[config.mk]
export PLATFORM = sky130hd
export DESIGN_NAME = div_issue_scheduler_flat
export DESIGN_NICKNAME = d
export VERILOG_FILES = /design/src/rtl/div_issue_scheduler_if.sv /design/src/rtl/div_issue_scheduler.sv /design/src/flat_wrapper.sv
export SDC_FILE = /design/constraint.sdc
export NUM_CORES = 1
export LEC_CHECK = 0
export CORE_UTILIZATION = 61
export CTS_BUF_LIST = sky130_fd_sc_hd__clkbuf_16
export DETAILED_ROUTE_END_ITERATION = 8
export HOLD_SLACK_MARGIN = 0.06
export MAX_ROUTING_LAYER = met4
export PLACE_DENSITY = 0.86
export SYNTH_ARGS = -nofsm -noshare
export SYNTH_HDL_FRONTEND = slang
export SYNTH_SLANG_ARGS = --single-unit
[constraint.sdc]
create_clock -name clk -period 23.5 [get_ports clk]
set_input_delay 2.35 -clock clk [delete_from_list [all_inputs] [get_ports clk]]
set_output_delay 2.35 -clock clk [all_outputs]
set_load 0.05 [all_outputs]
[src/rtl/div_issue_scheduler_if.sv]
// Dispatch/divider-side signal bundle for div_issue_scheduler.
// The master modport is the dispatch/divider environment; the slave modport is the scheduler.
interface div_issue_scheduler_if #(
  parameter int DEPTH = 4,
  parameter int SQN_W = 7,
  parameter int TAG_W = 7
);
  logic                     IN_valid;
  logic [SQN_W-1:0]         IN_sqN;
  logic [TAG_W-1:0]         IN_tagDst;
  logic [1:0]               IN_opcode;
  logic [31:0]              IN_srcA;
  logic [31:0]              IN_srcB;
  logic                     OUT_ready;
  logic                     IN_brTaken;
  logic [SQN_W-1:0]         IN_brSqN;
  logic                     IN_divBusy;
  logic                     OUT_issValid;
  logic [SQN_W-1:0]         OUT_issSqN;
  logic [TAG_W-1:0]         OUT_issTagDst;
  logic [1:0]               OUT_issOpcode;
  logic [31:0]              OUT_issSrcA;
  logic [31:0]              OUT_issSrcB;
  logic [$clog2(DEPTH):0]   OUT_count;

  modport master (
    output IN_valid, IN_sqN, IN_tagDst, IN_opcode, IN_srcA, IN_srcB,
    output IN_brTaken, IN_brSqN, IN_divBusy,
    input  OUT_ready, OUT_issValid, OUT_issSqN, OUT_issTagDst, OUT_issOpcode,
    input  OUT_issSrcA, OUT_issSrcB, OUT_count
  );

  modport slave (
    input  IN_valid, IN_sqN, IN_tagDst, IN_opcode, IN_srcA, IN_srcB,
    input  IN_brTaken, IN_brSqN, IN_divBusy,
    output OUT_ready, OUT_issValid, OUT_issSqN, OUT_issTagDst, OUT_issOpcode,
    output OUT_issSrcA, OUT_issSrcB, OUT_count
  );
endinterface

[src/rtl/div_issue_scheduler.sv]
// Issue queue in front of the shared iterative divider: buffers uops, issues oldest-first
// when the divider is free, and squashes entries younger than a mispredicted branch.
module div_issue_scheduler #(
  parameter int DEPTH   = 4,
  parameter int SQN_W   = 7,
  parameter int TAG_W   = 7,
  parameter int HOLDOFF = 2
) (
  input  logic               clk,
  input  logic               rst,
  div_issue_scheduler_if.slave bus
);
  localparam int IW = $clog2(DEPTH);
  localparam int CW = IW + 1;
  localparam int HW = $clog2(HOLDOFF + 2);

  typedef logic [SQN_W-1:0] sqn_t;

  // Wrap-around ordering: x is younger than base when the signed difference is positive.
  function automatic logic younger(input sqn_t x, input sqn_t base);
    logic signed [SQN_W-1:0] d;
    d = x - base;
    return !d[SQN_W-1] && (d != '0);
  endfunction

  function automatic logic older(input sqn_t x, input sqn_t y);
    logic signed [SQN_W-1:0] d;
    d = x - y;
    return d[SQN_W-1];
  endfunction

  logic [DEPTH-1:0] ent_vld;
  sqn_t             ent_sqn [DEPTH];
  logic [TAG_W-1:0] ent_tag [DEPTH];
  logic [1:0]       ent_op  [DEPTH];
  logic [31:0]      ent_a   [DEPTH];
  logic [31:0]      ent_b   [DEPTH];
  logic [HW-1:0]    holdoff;

  logic             vld_p1;
  sqn_t             iss_sqn_p1;
  logic [TAG_W-1:0] iss_tag_p1;
  logic [1:0]       iss_op_p1;
  logic [31:0]      iss_a_p1;
  logic [31:0]      iss_b_p1;

  logic [CW-1:0]    cnt;
  logic             ready;
  logic [DEPTH-1:0] flush_mask;
  logic             found;
  logic [IW-1:0]    best;
  logic [IW-1:0]    free_idx;
  logic             do_issue;
  logic             enq;

  // Stage p0: occupancy, flush mask, oldest-entry selection, free-slot search
  always_comb begin
    cnt        = '0;
    flush_mask = '0;
    found      = 1'b0;
    best       = '0;
    free_idx   = '0;
    for (int i = 0; i < DEPTH; i++) begin
      cnt           = cnt + CW'(ent_vld[i]);
      flush_mask[i] = bus.IN_brTaken && younger(ent_sqn[i], bus.IN_brSqN);
      if (ent_vld[i] && !flush_mask[i] && (!found || older(ent_sqn[i], ent_sqn[best]))) begin
        found = 1'b1;
        best  = IW'(i);
      end
    end
    for (int i = DEPTH - 1; i >= 0; i--) begin
      if (!ent_vld[i]) free_idx = IW'(i);
    end
  end

  assign ready    = (cnt != CW'(DEPTH));
  assign do_issue = !bus.IN_divBusy && (holdoff == '0) && found;
  assign enq      = bus.IN_valid && ready &&
                    !(bus.IN_brTaken && younger(bus.IN_sqN, bus.IN_brSqN));

  // Stage p1: queue control and issue registers
  always_ff @(posedge clk or negedge rst) begin
    if (!rst) begin
      ent_vld    <= '0;
      holdoff    <= '0;
      vld_p1     <= 1'b0;
      iss_sqn_p1 <= '0;
      iss_tag_p1 <= '0;
      iss_op_p1  <= '0;
      iss_a_p1   <= '0;
      iss_b_p1   <= '0;
    end else begin
      for (int i = 0; i < DEPTH; i++) begin
        if ((do_issue && best == IW'(i)) || flush_mask[i]) ent_vld[i] <= 1'b0;
      end
      // The free slot is invalid, so enqueue never collides with an issue or flush of a live entry.
      if (enq) ent_vld[free_idx] <= 1'b1;
      vld_p1 <= do_issue;
      if (do_issue) begin
        iss_sqn_p1 <= ent_sqn[best];
        iss_tag_p1 <= ent_tag[best];
        iss_op_p1  <= ent_op[best];
        iss_a_p1   <= ent_a[best];
        iss_b_p1   <= ent_b[best];
        holdoff    <= HW'(HOLDOFF);
      end else if (holdoff != '0) begin
        holdoff <= holdoff - 1'b1;
      end
    end
  end

  always_ff @(posedge clk) begin
    if (enq) begin
      ent_sqn[free_idx] <= bus.IN_sqN;
      ent_tag[free_idx] <= bus.IN_tagDst;
      ent_op[free_idx]  <= bus.IN_opcode;
      ent_a[free_idx]   <= bus.IN_srcA;
      ent_b[free_idx]   <= bus.IN_srcB;
    end
  end

  assign bus.OUT_ready     = ready;
  assign bus.OUT_count     = cnt;
  assign bus.OUT_issValid  = vld_p1;
  assign bus.OUT_issSqN    = iss_sqn_p1;
  assign bus.OUT_issTagDst = iss_tag_p1;
  assign bus.OUT_issOpcode = iss_op_p1;
  assign bus.OUT_issSrcA   = iss_a_p1;
  assign bus.OUT_issSrcB   = iss_b_p1;
endmodule

[src/flat_wrapper.sv]
// flat-port wrapper written by rule: the top's interface ports become plain ports
module div_issue_scheduler_flat 
#(
  parameter int DEPTH   = 4,
  parameter int SQN_W   = 7,
  parameter int TAG_W   = 7,
  parameter int HOLDOFF = 2
)
  (clk, rst, bus_IN_valid, bus_IN_sqN, bus_IN_tagDst, bus_IN_opcode, bus_IN_srcA, bus_IN_srcB, bus_IN_brTaken, bus_IN_brSqN, bus_IN_divBusy, bus_OUT_ready, bus_OUT_issValid, bus_OUT_issSqN, bus_OUT_issTagDst, bus_OUT_issOpcode, bus_OUT_issSrcA, bus_OUT_issSrcB, bus_OUT_count);
  div_issue_scheduler_if #(.DEPTH(DEPTH), .SQN_W(SQN_W), .TAG_W(TAG_W)) bus_i ();
  input  logic clk;
  input  logic rst;
  input wire logic [$bits(bus_i.IN_valid)-1:0] bus_IN_valid;
  input wire logic [$bits(bus_i.IN_sqN)-1:0] bus_IN_sqN;
  input wire logic [$bits(bus_i.IN_tagDst)-1:0] bus_IN_tagDst;
  input wire logic [$bits(bus_i.IN_opcode)-1:0] bus_IN_opcode;
  input wire logic [$bits(bus_i.IN_srcA)-1:0] bus_IN_srcA;
  input wire logic [$bits(bus_i.IN_srcB)-1:0] bus_IN_srcB;
  input wire logic [$bits(bus_i.IN_brTaken)-1:0] bus_IN_brTaken;
  input wire logic [$bits(bus_i.IN_brSqN)-1:0] bus_IN_brSqN;
  input wire logic [$bits(bus_i.IN_divBusy)-1:0] bus_IN_divBusy;
  output wire logic [$bits(bus_i.OUT_ready)-1:0] bus_OUT_ready;
  output wire logic [$bits(bus_i.OUT_issValid)-1:0] bus_OUT_issValid;
  output wire logic [$bits(bus_i.OUT_issSqN)-1:0] bus_OUT_issSqN;
  output wire logic [$bits(bus_i.OUT_issTagDst)-1:0] bus_OUT_issTagDst;
  output wire logic [$bits(bus_i.OUT_issOpcode)-1:0] bus_OUT_issOpcode;
  output wire logic [$bits(bus_i.OUT_issSrcA)-1:0] bus_OUT_issSrcA;
  output wire logic [$bits(bus_i.OUT_issSrcB)-1:0] bus_OUT_issSrcB;
  output wire logic [$bits(bus_i.OUT_count)-1:0] bus_OUT_count;
  assign bus_i.IN_valid = bus_IN_valid;
  assign bus_i.IN_sqN = bus_IN_sqN;
  assign bus_i.IN_tagDst = bus_IN_tagDst;
  assign bus_i.IN_opcode = bus_IN_opcode;
  assign bus_i.IN_srcA = bus_IN_srcA;
  assign bus_i.IN_srcB = bus_IN_srcB;
  assign bus_i.IN_brTaken = bus_IN_brTaken;
  assign bus_i.IN_brSqN = bus_IN_brSqN;
  assign bus_i.IN_divBusy = bus_IN_divBusy;
  assign bus_OUT_ready = bus_i.OUT_ready;
  assign bus_OUT_issValid = bus_i.OUT_issValid;
  assign bus_OUT_issSqN = bus_i.OUT_issSqN;
  assign bus_OUT_issTagDst = bus_i.OUT_issTagDst;
  assign bus_OUT_issOpcode = bus_i.OUT_issOpcode;
  assign bus_OUT_issSrcA = bus_i.OUT_issSrcA;
  assign bus_OUT_issSrcB = bus_i.OUT_issSrcB;
  assign bus_OUT_count = bus_i.OUT_count;
  div_issue_scheduler #(.DEPTH(DEPTH), .SQN_W(SQN_W), .TAG_W(TAG_W), .HOLDOFF(HOLDOFF)) u_core (.clk(clk), .rst(rst), .bus(bus_i));
endmodule
=== After elaboration in Yosys (flattened, before gate mapping) ===
Memories as Yosys holds them, arrays and structs flattened. A register that Yosys moved wholly into a read port is not among the register bits.
Index checks and enable logic that the tools add are counted.

* Order comparisons: 2
* Muxes and demuxes: 22
* Bitwise gates (word level): 1
* Equal/unequal tests: 4
* Reductions and logical operators: 61
* Add/sub/neg operators: 12

{| class="wikitable"
|+ Operators with widths
! operator !! number
|-
| subtractor 7 bit || 8
|-
| nonzero test 7 bit || 5
|-
| logical AND 1 bit || 26
|-
| zero test 1 bit || 19
|-
| two-way mux 2 bit || 8
|-
| two-way mux 1 bit || 12
|-
| logical OR 1 bit || 7
|-
| adder 3 x 1 -> 3 bit || 2
|-
| == test 2 bit (second input constant) || 2
|-
| zero test 2 bit || 2
|-
| two-way mux 4 bit || 1
|-
| bitwise OR 4 bit || 1
|-
| nonzero test 2 bit || 2
|-
| < comparator 2 x 3 -> 1 bit (second input constant) || 1
|-
| != test 3 bit (second input constant) || 1
|-
| adder 1 x 1 -> 2 bit || 1
|-
| demux 1 bit (select 2 bit) || 1
|-
| == test 2 x 1 -> 1 bit (second input constant) || 1
|-
| >= comparator 2 x 1 -> 1 bit (second input constant) || 1
|-
| subtractor 2 x 1 -> 2 bit (second input constant) || 1
|}

* Memories kept: 5
* Output and inout port bits: 85
* Bits in writable memories: 320
* Bits in registers: 7

{| class="wikitable"
|+ Memory list
! name !! words !! width !! rd ports !! clocked after Yosys merged registers in !! wr ports !! RTL line !! text
|-
| u_core.ent_a || 4 || 32 || 1 || 1 || 1 || div_issue_scheduler.sv:36 || <nowiki>logic [31:0] ent_a [DEPTH];</nowiki>
|-
| u_core.ent_b || 4 || 32 || 1 || 1 || 1 || div_issue_scheduler.sv:37 || <nowiki>logic [31:0] ent_b [DEPTH];</nowiki>
|-
| u_core.ent_sqn || 4 || 7 || 7 || 1 || 1 || div_issue_scheduler.sv:33 || <nowiki>sqn_t ent_sqn [DEPTH];</nowiki>
|-
| u_core.ent_tag || 4 || 7 || 1 || 1 || 1 || div_issue_scheduler.sv:34 || <nowiki>logic [TAG_W-1:0] ent_tag [DEPTH];</nowiki>
|-
| u_core.ent_op || 4 || 2 || 1 || 1 || 1 || div_issue_scheduler.sv:35 || <nowiki>logic [1:0] ent_op [DEPTH];</nowiki>
|}

=== Logic depth before layout (Yosys ltp) ===
An unclocked memory read counts as a cell.

* Word-level depth: 28
* Depth in mapped cells: 35
* Depth with buffers taken out: 30

=== Worst setup path after synthesis ===
Ideal clock, no wire load.

* Kind: input-to-reg
* Start point: in bus_IN_brSqN[1]
* End point: reg u_core.ent_vld[2]
* Slack: 12.790 ns
* Data arrival time: 10.599 ns
* Library setup time: 0.110 ns
* Stages: 12
* Path through: inv_1 > ha_1 > nor2b_1 > o21ai_0 > nand2b_1 > a21o_1 > a21oi_1 > xnor2_1 > o311ai_0 > nand4_1 > nor3b_1 > o21bai_1

* Word-level cells in the longest chain between the ends: 27
* Elaborated cells between the ends (all ways): 61
* Classes of those cells: 7 x add/sub; 1 x eq/ne; 9 x mux; 1 x bitwise; 42 x reduce/logical; 1 x memory

{| class="wikitable"
|+ RTL lines
! element !! RTL line !! text
|-
| start: declaration || flat_wrapper.sv:20 || <nowiki>input wire logic [$bits(bus_i.IN_brSqN)-1:0] bus_IN_brSqN;</nowiki>
|-
| subtractor 7 bit || div_issue_scheduler.sv:22 || <nowiki>d = x - base;</nowiki>
|-
| nonzero test 7 bit or zero test 1 bit (tied branches) || div_issue_scheduler.sv:23 || <nowiki>return !d[SQN_W-1] && (d != '0);</nowiki>
|-
| logical AND 1 bit || div_issue_scheduler.sv:23 ||
|-
| logical AND 1 bit || div_issue_scheduler.sv:65 || <nowiki>flush_mask[i] = bus.IN_brTaken && younger(ent_sqn[i], bus.IN_brSqN);</nowiki>
|-
| zero test 1 bit || div_issue_scheduler.sv:66 || <nowiki>if (ent_vld[i] && !flush_mask[i] && (!found || older(ent_sqn[i], ent_sqn[best]))) begin</nowiki>
|-
| logical AND 1 bit || div_issue_scheduler.sv:66 ||
|-
| two-way mux 1 bit || div_issue_scheduler.sv:66 ||
|-
| zero test 1 bit || div_issue_scheduler.sv:66 ||
|-
| [... 11 more ...] || - ||
|-
| logical AND 1 bit || div_issue_scheduler.sv:66 ||
|-
| two-way mux 2 bit or two-way mux 1 bit (tied branches) || div_issue_scheduler.sv:66 ||
|-
| == test 2 bit or logical AND 1 bit (tied branches) || div_issue_scheduler.sv:94, div_issue_scheduler.sv:77 ||
|-
| logical AND 1 bit || div_issue_scheduler.sv:94 || <nowiki>if ((do_issue && best == IW'(i)) || flush_mask[i]) ent_vld[i] <= 1'b0;</nowiki>
|-
| logical OR 1 bit || div_issue_scheduler.sv:94 ||
|-
| two-way mux 1 bit || div_issue_scheduler.sv:94 ||
|-
| bitwise OR 4 bit (no line) || - ||
|-
| two-way mux 4 bit * || div_issue_scheduler.sv:97 || <nowiki>if (enq) ent_vld[free_idx] <= 1'b1;</nowiki>
|-
| end signal: assignment || div_issue_scheduler.sv:84 || <nowiki>ent_vld <= '0;</nowiki>
|-
| end signal: indexed assignment || div_issue_scheduler.sv:94 ||
|-
| end signal: indexed assignment || div_issue_scheduler.sv:97 ||
|-
| end: declaration || div_issue_scheduler.sv:32 || <nowiki>logic [DEPTH-1:0] ent_vld;</nowiki>
|}

Every way passes the cells marked *; elsewhere a longest branch is shown, timed or not.
A chain may end at the register's enable or synchronous reset.

=== Final worst setup path ===
* Start point: in bus_IN_brSqN[1]
* End point: reg u_core.iss_b_p1[10] (netlist: u_core.bus.OUT_issSrcB[10]) (read register of u_core.ent_b)

* Word-level cells in the longest chain between the ends: 22
* Elaborated cells between the ends (all ways): 48
* Classes of those cells: 6 x add/sub; 7 x mux; 34 x reduce/logical; 1 x memory

{| class="wikitable"
|+ RTL lines
! element !! RTL line !! text
|-
| subtractor 7 bit || div_issue_scheduler.sv:22 ||
|-
| nonzero test 7 bit or zero test 1 bit (tied branches) || div_issue_scheduler.sv:23 ||
|-
| logical AND 1 bit || div_issue_scheduler.sv:23 ||
|-
| logical AND 1 bit || div_issue_scheduler.sv:65 ||
|-
| zero test 1 bit || div_issue_scheduler.sv:66 ||
|-
| logical AND 1 bit || div_issue_scheduler.sv:66 ||
|-
| two-way mux 1 bit || div_issue_scheduler.sv:66 ||
|-
| zero test 1 bit || div_issue_scheduler.sv:66 ||
|-
| [... 6 more ...] || - ||
|-
| logical AND 1 bit || div_issue_scheduler.sv:66 ||
|-
| two-way mux 2 bit || div_issue_scheduler.sv:66 ||
|-
| memory read (4 x 7 bit) || - ||
|-
| subtractor 7 bit || div_issue_scheduler.sv:28 || <nowiki>d = x - y;</nowiki>
|-
| logical OR 1 bit || div_issue_scheduler.sv:66 ||
|-
| logical AND 1 bit || div_issue_scheduler.sv:66 ||
|-
| two-way mux 1 bit || div_issue_scheduler.sv:66 ||
|-
| logical AND 1 bit || div_issue_scheduler.sv:77 || <nowiki>assign do_issue = !bus.IN_divBusy && (holdoff == '0) && found;</nowiki>
|-
| end: declaration || div_issue_scheduler.sv:45 || <nowiki>logic [31:0] iss_b_p1;</nowiki>
|}

Parallel ways exist; a longest one is shown, timed or not.

==> impl_metrics.yaml <==
run_status:
  outcome: "complete, no violations"
global_route:
  congestion_overflow_gr: 0
  largest_net_degree_at_the_start_of_global_routing: 108
  grt_first_pass_wirelength_um: 60100
  first_global_vias: 10815
  antenna_found_initial: 2
  grt_usage_pct: 28.7
timing:
  fmax_mhz: 86.4
  relSlewSlack_pct: 23.2
  tns_ps: 0
  unrepaired_setup_endpoints_after_global_routing: "no"
  hold_viol_final: 0
  setup_viol: 0
  finClkSkew_ps: 11.2
  fin_crit_sh_pct: 49.2
  finalWorstPathRequiredPeriod_ps: 11570
  maxSlewViolCount: 0
  tightest_slew_ps: 1150
critical_path:
  worst_flop_to_flop_path_endpoint: "u_core.bus.OUT_issSrcB[10]"
  critical_path_required_ps: 23840
  timing_worst_setup_path_type: "input port to flop"
  arrival_time_of_the_worst_setup_path_ps: 11910
  worst_setup_path_end_kind: "flop"
  launching_point_of_the_worst_reg2reg_path: "u_core.ent_sqn[0][0]"
  ff2ff_setup_slack_ps: 13900
  critical_path.max_fanout: 62
  cp-endpoint: "u_core.bus.OUT_issSrcB[10]"
  crit_start: "bus_IN_brSqN[1]"
  critical_path.startpoint_type: "input port"
  reg2regPathDepth: 29
detailed_routing:
  dr_drc_count: 0
  routed-via-count: 10832
  route.final.wire_length_um: 39200
  detail_route.wl_per_cell_um: 21.8
  drtIter0Drc: 1043
  detailedRoute.firstPassIterationCount: 5
  final_antenna_net_count: 0
  post_drt_via_cell_ratio: 6.02
die:
  num_io_pins: 177
  die_width_um: 170
  fp.dieH_um: 170
  fp.dieArea_mm2: 0.0287
  std_cell_rows: 60
  core_region_area_mm2: 0.0273
  initial_core_utilization_pct: 62.8
power:
  share_clk_of_total_power_pct: 25.2
  p_int_w: 0.00159
  power.switching_w: 0.000927
  power.density_mw_per_mm2: 122
  sw_frac_of_total_pct: 36.8
  power.total_w: 0.00252
  vdd_drop_max_mv: 0.101
  power.share.combinational_pct: 34.9
  leakagePower_nw: 8.41
  power_frac_seq_pct: 39.8
cts:
  cts_resized: 0
  clkLatencyLatePin_ps: 540
  post_cts_setup_buffer_count: 0
  tritoncts_num_sinks: 407
  ctsRootBufferMaster: "clkbuf_16"
  cts_inserted_buffers: 40
  cts.htree.levels: 2
  max-clock-path-buffers: 3
  cts_tree: "built"
  cts_hold_buffers: 0
  cts.reportedPaths.clkPinSlew_ps: 70
synth:
  synth_warnings: 0
  synth-async-reset-ratio_pct: 21.4
  yosys_register_bits: 407
  ys_seq_area_share_pct: 68.8
  syn-instance-count: 1221
  yosysUniqueCellTypes: 65
  syn-cell-area_mm2: 0.0171
  synth_area_leader_cell: "edfxtp_1"
  postSynthNetCount: 1367
  synth.top_cell.area_share_pct: 56.1
  synth_edf_count: 320
  most_area_consuming_cells_after_synthesis: "edfxtp_1, dfrtp_1, mux2i_1"
  synthesis.area_per_instance_um2: 14.0
  postSynth.topFlopCell: "edfxtp_1"
placement:
  hpwl_um: 23600
  placement.cell_area_mm2: 0.0193
  finalWeightedCongestion: 0.989
  placement.io_buffers: 176
final_layout:
  area_growth_syn_to_layout_pct: 20.1
  finish.instance_area_mm2: 0.0206
  drive_gt1_share_pct: 7.37
  final_net_count: 1542
worst_hold_path:
  min_delay_src: "u_core.bus.OUT_issSrcB[7]"
  worstHoldPathType: "flop to flop"
job:
  maximum_capacitance_violations: 0
[synthesized netlist by cell type, types with 9 or more instances]
cell and n:
nor2_1 15, xor2_1 9, ha_1 48, nand2_1 170, mux2i_1 79, inv_1 107, nand2b_1 10, xnor2_1 15
buf_2 9, dfrtp_1 87, o221ai_2 10, o221ai_1 69, nor2b_1 10, clkbuf_1 37, o21ai_0 93, a21oi_1 17
a21o_1 12, edfxtp_1 320
[cell families (layout without fill, tap and decap cells)]
group | Yosys count | after routing | synth area share (%)
mux | 83 | 83 | 4.90
fa+ha+maj | 54 | 54 | 4.21
flops | 407 | 407 | 68.8
buf+inv | 162 | 365 | 3.77
compound gates | 247 | 247 | 10.6
other cells | 0 | 2 | 0
simple gates | 241 | 241 | 6.18
xor+xnor | 27 | 27 | 1.51
[flip-flops by register name, summed over array words and instances, names as in the netlist]
signal / cells
u_core.bus.OUT_issOpcode: 2
u_core.bus.OUT_issSqN: 7
u_core.bus.OUT_issSrcA: 32
u_core.bus.OUT_issSrcB: 32
u_core.bus.OUT_issTagDst: 7
u_core.bus.OUT_issValid: 1
u_core.ent_a: 128
u_core.ent_b: 128
u_core.ent_op: 8
u_core.ent_sqn: 28
u_core.ent_tag: 28
u_core.ent_vld: 4
u_core.holdoff: 2
[power groups by stage]
stage	Clock, W	Sequential, W	Combinational, W
after floorplan	0	0.00121	0.000383
after global placement	0	0.00101	0.000844
after detailed placement	0	0.00101	0.000873
after CTS	0.000639	0.00100	0.000883
after global routing	0.000666	0.00101	0.000941
final	0.000636	0.00100	0.000879
[metal layers]
metal  vias up  share of wire (%)  GRT usage (%)
li1       4875                  -              -
met1      5340                 39           35.9
met2       527                 49           47.4
met3        90                8.4           4.99
met4         0                3.1           10.8
met5         -                  0              -
[area by class of cell]
cell class / instances / area, µm²
antenna: 2 / 5.00
clock buffer: 41 / 1030
clock inverter: 29 / 279
fill: 1591 / 6690
inverter: 109 / 409
multi-input combinational: 652 / 4760
sequential: 407 / 11800
tap: 372 / 465
timing repair buffer: 186 / 1830
[cell usage in the layout (no fill, tap or decap), types with 14 or more instances in the layout]
cell	Yosys	layout
nor2_1	15	14
xnor2_1	15	15
a21oi_1	17	16
ha_1	48	48
dfrtp_1	87	87
clkbuf_16	0	41
mux2i_1	79	79
clkdlybuf4s50_1	0	175
o221ai_1	69	69
edfxtp_1	320	320
o21ai_0	93	92
inv_1	107	117
nand2_1	170	169
[worst min-delay path by stage]
| stage | end | slack (ps) | depth (start not counted) |
|---|---|---|---|
| 6_report | u_core.bus.OUT_issSrcB[7] | 490 | 2 |
| 5_1_grt | u_core.bus.OUT_issTagDst[1] | 510 | 2 |
| 4_1_cts | u_core.bus.OUT_issSrcB[7] | 500 | 2 |
| 3_5_place_dp | u_core.bus.OUT_issSrcA[13] | 480 | 2 |
| 3_3_place_gp | u_core.holdoff[0] | 470 | 1 |
| 2_1_floorplan | u_core.holdoff[0] | 450 | 1 |
[per-stage QoR]
step | utilization [%] | worst slack, ps | cells | hold WS, ps
floorplan | - | 12790 | 1221 | 447
global placement | 70.7 | 11910 | 1726 | 465
detailed placement | 70.7 | 11510 | 1726 | 475
CTS | 75.4 | 11980 | 1796 | 495
global route | 75.5 | 11290 | 1798 | 508
finish | 75.5 | 11930 | 1798 | 491
[worst max-delay path: stages]
cell	delay, ps
clkdlybuf4s50_1	620
inv_1	240
fa_1	500
xor2_1	180
a2111oi_0	350
o31a_1	210
a41o_1	230
o211ai_1	180
nand2_4	420
buf_4	930
mux2i_1	320
ha_1	270
nor2_1	110
o21a_1	200
a31oi_4	70
xnor2_2	230
o21ai_4	850
o21ai_0	290
ha_1	380
a21o_1	190
a21o_1	170
a21oi_1	210
nor3b_1	270
a32oi_2	190
xnor2_2	240
o211ai_4	620
buf_4	770
o221ai_1	260
(Power assumes the default switching activity.)
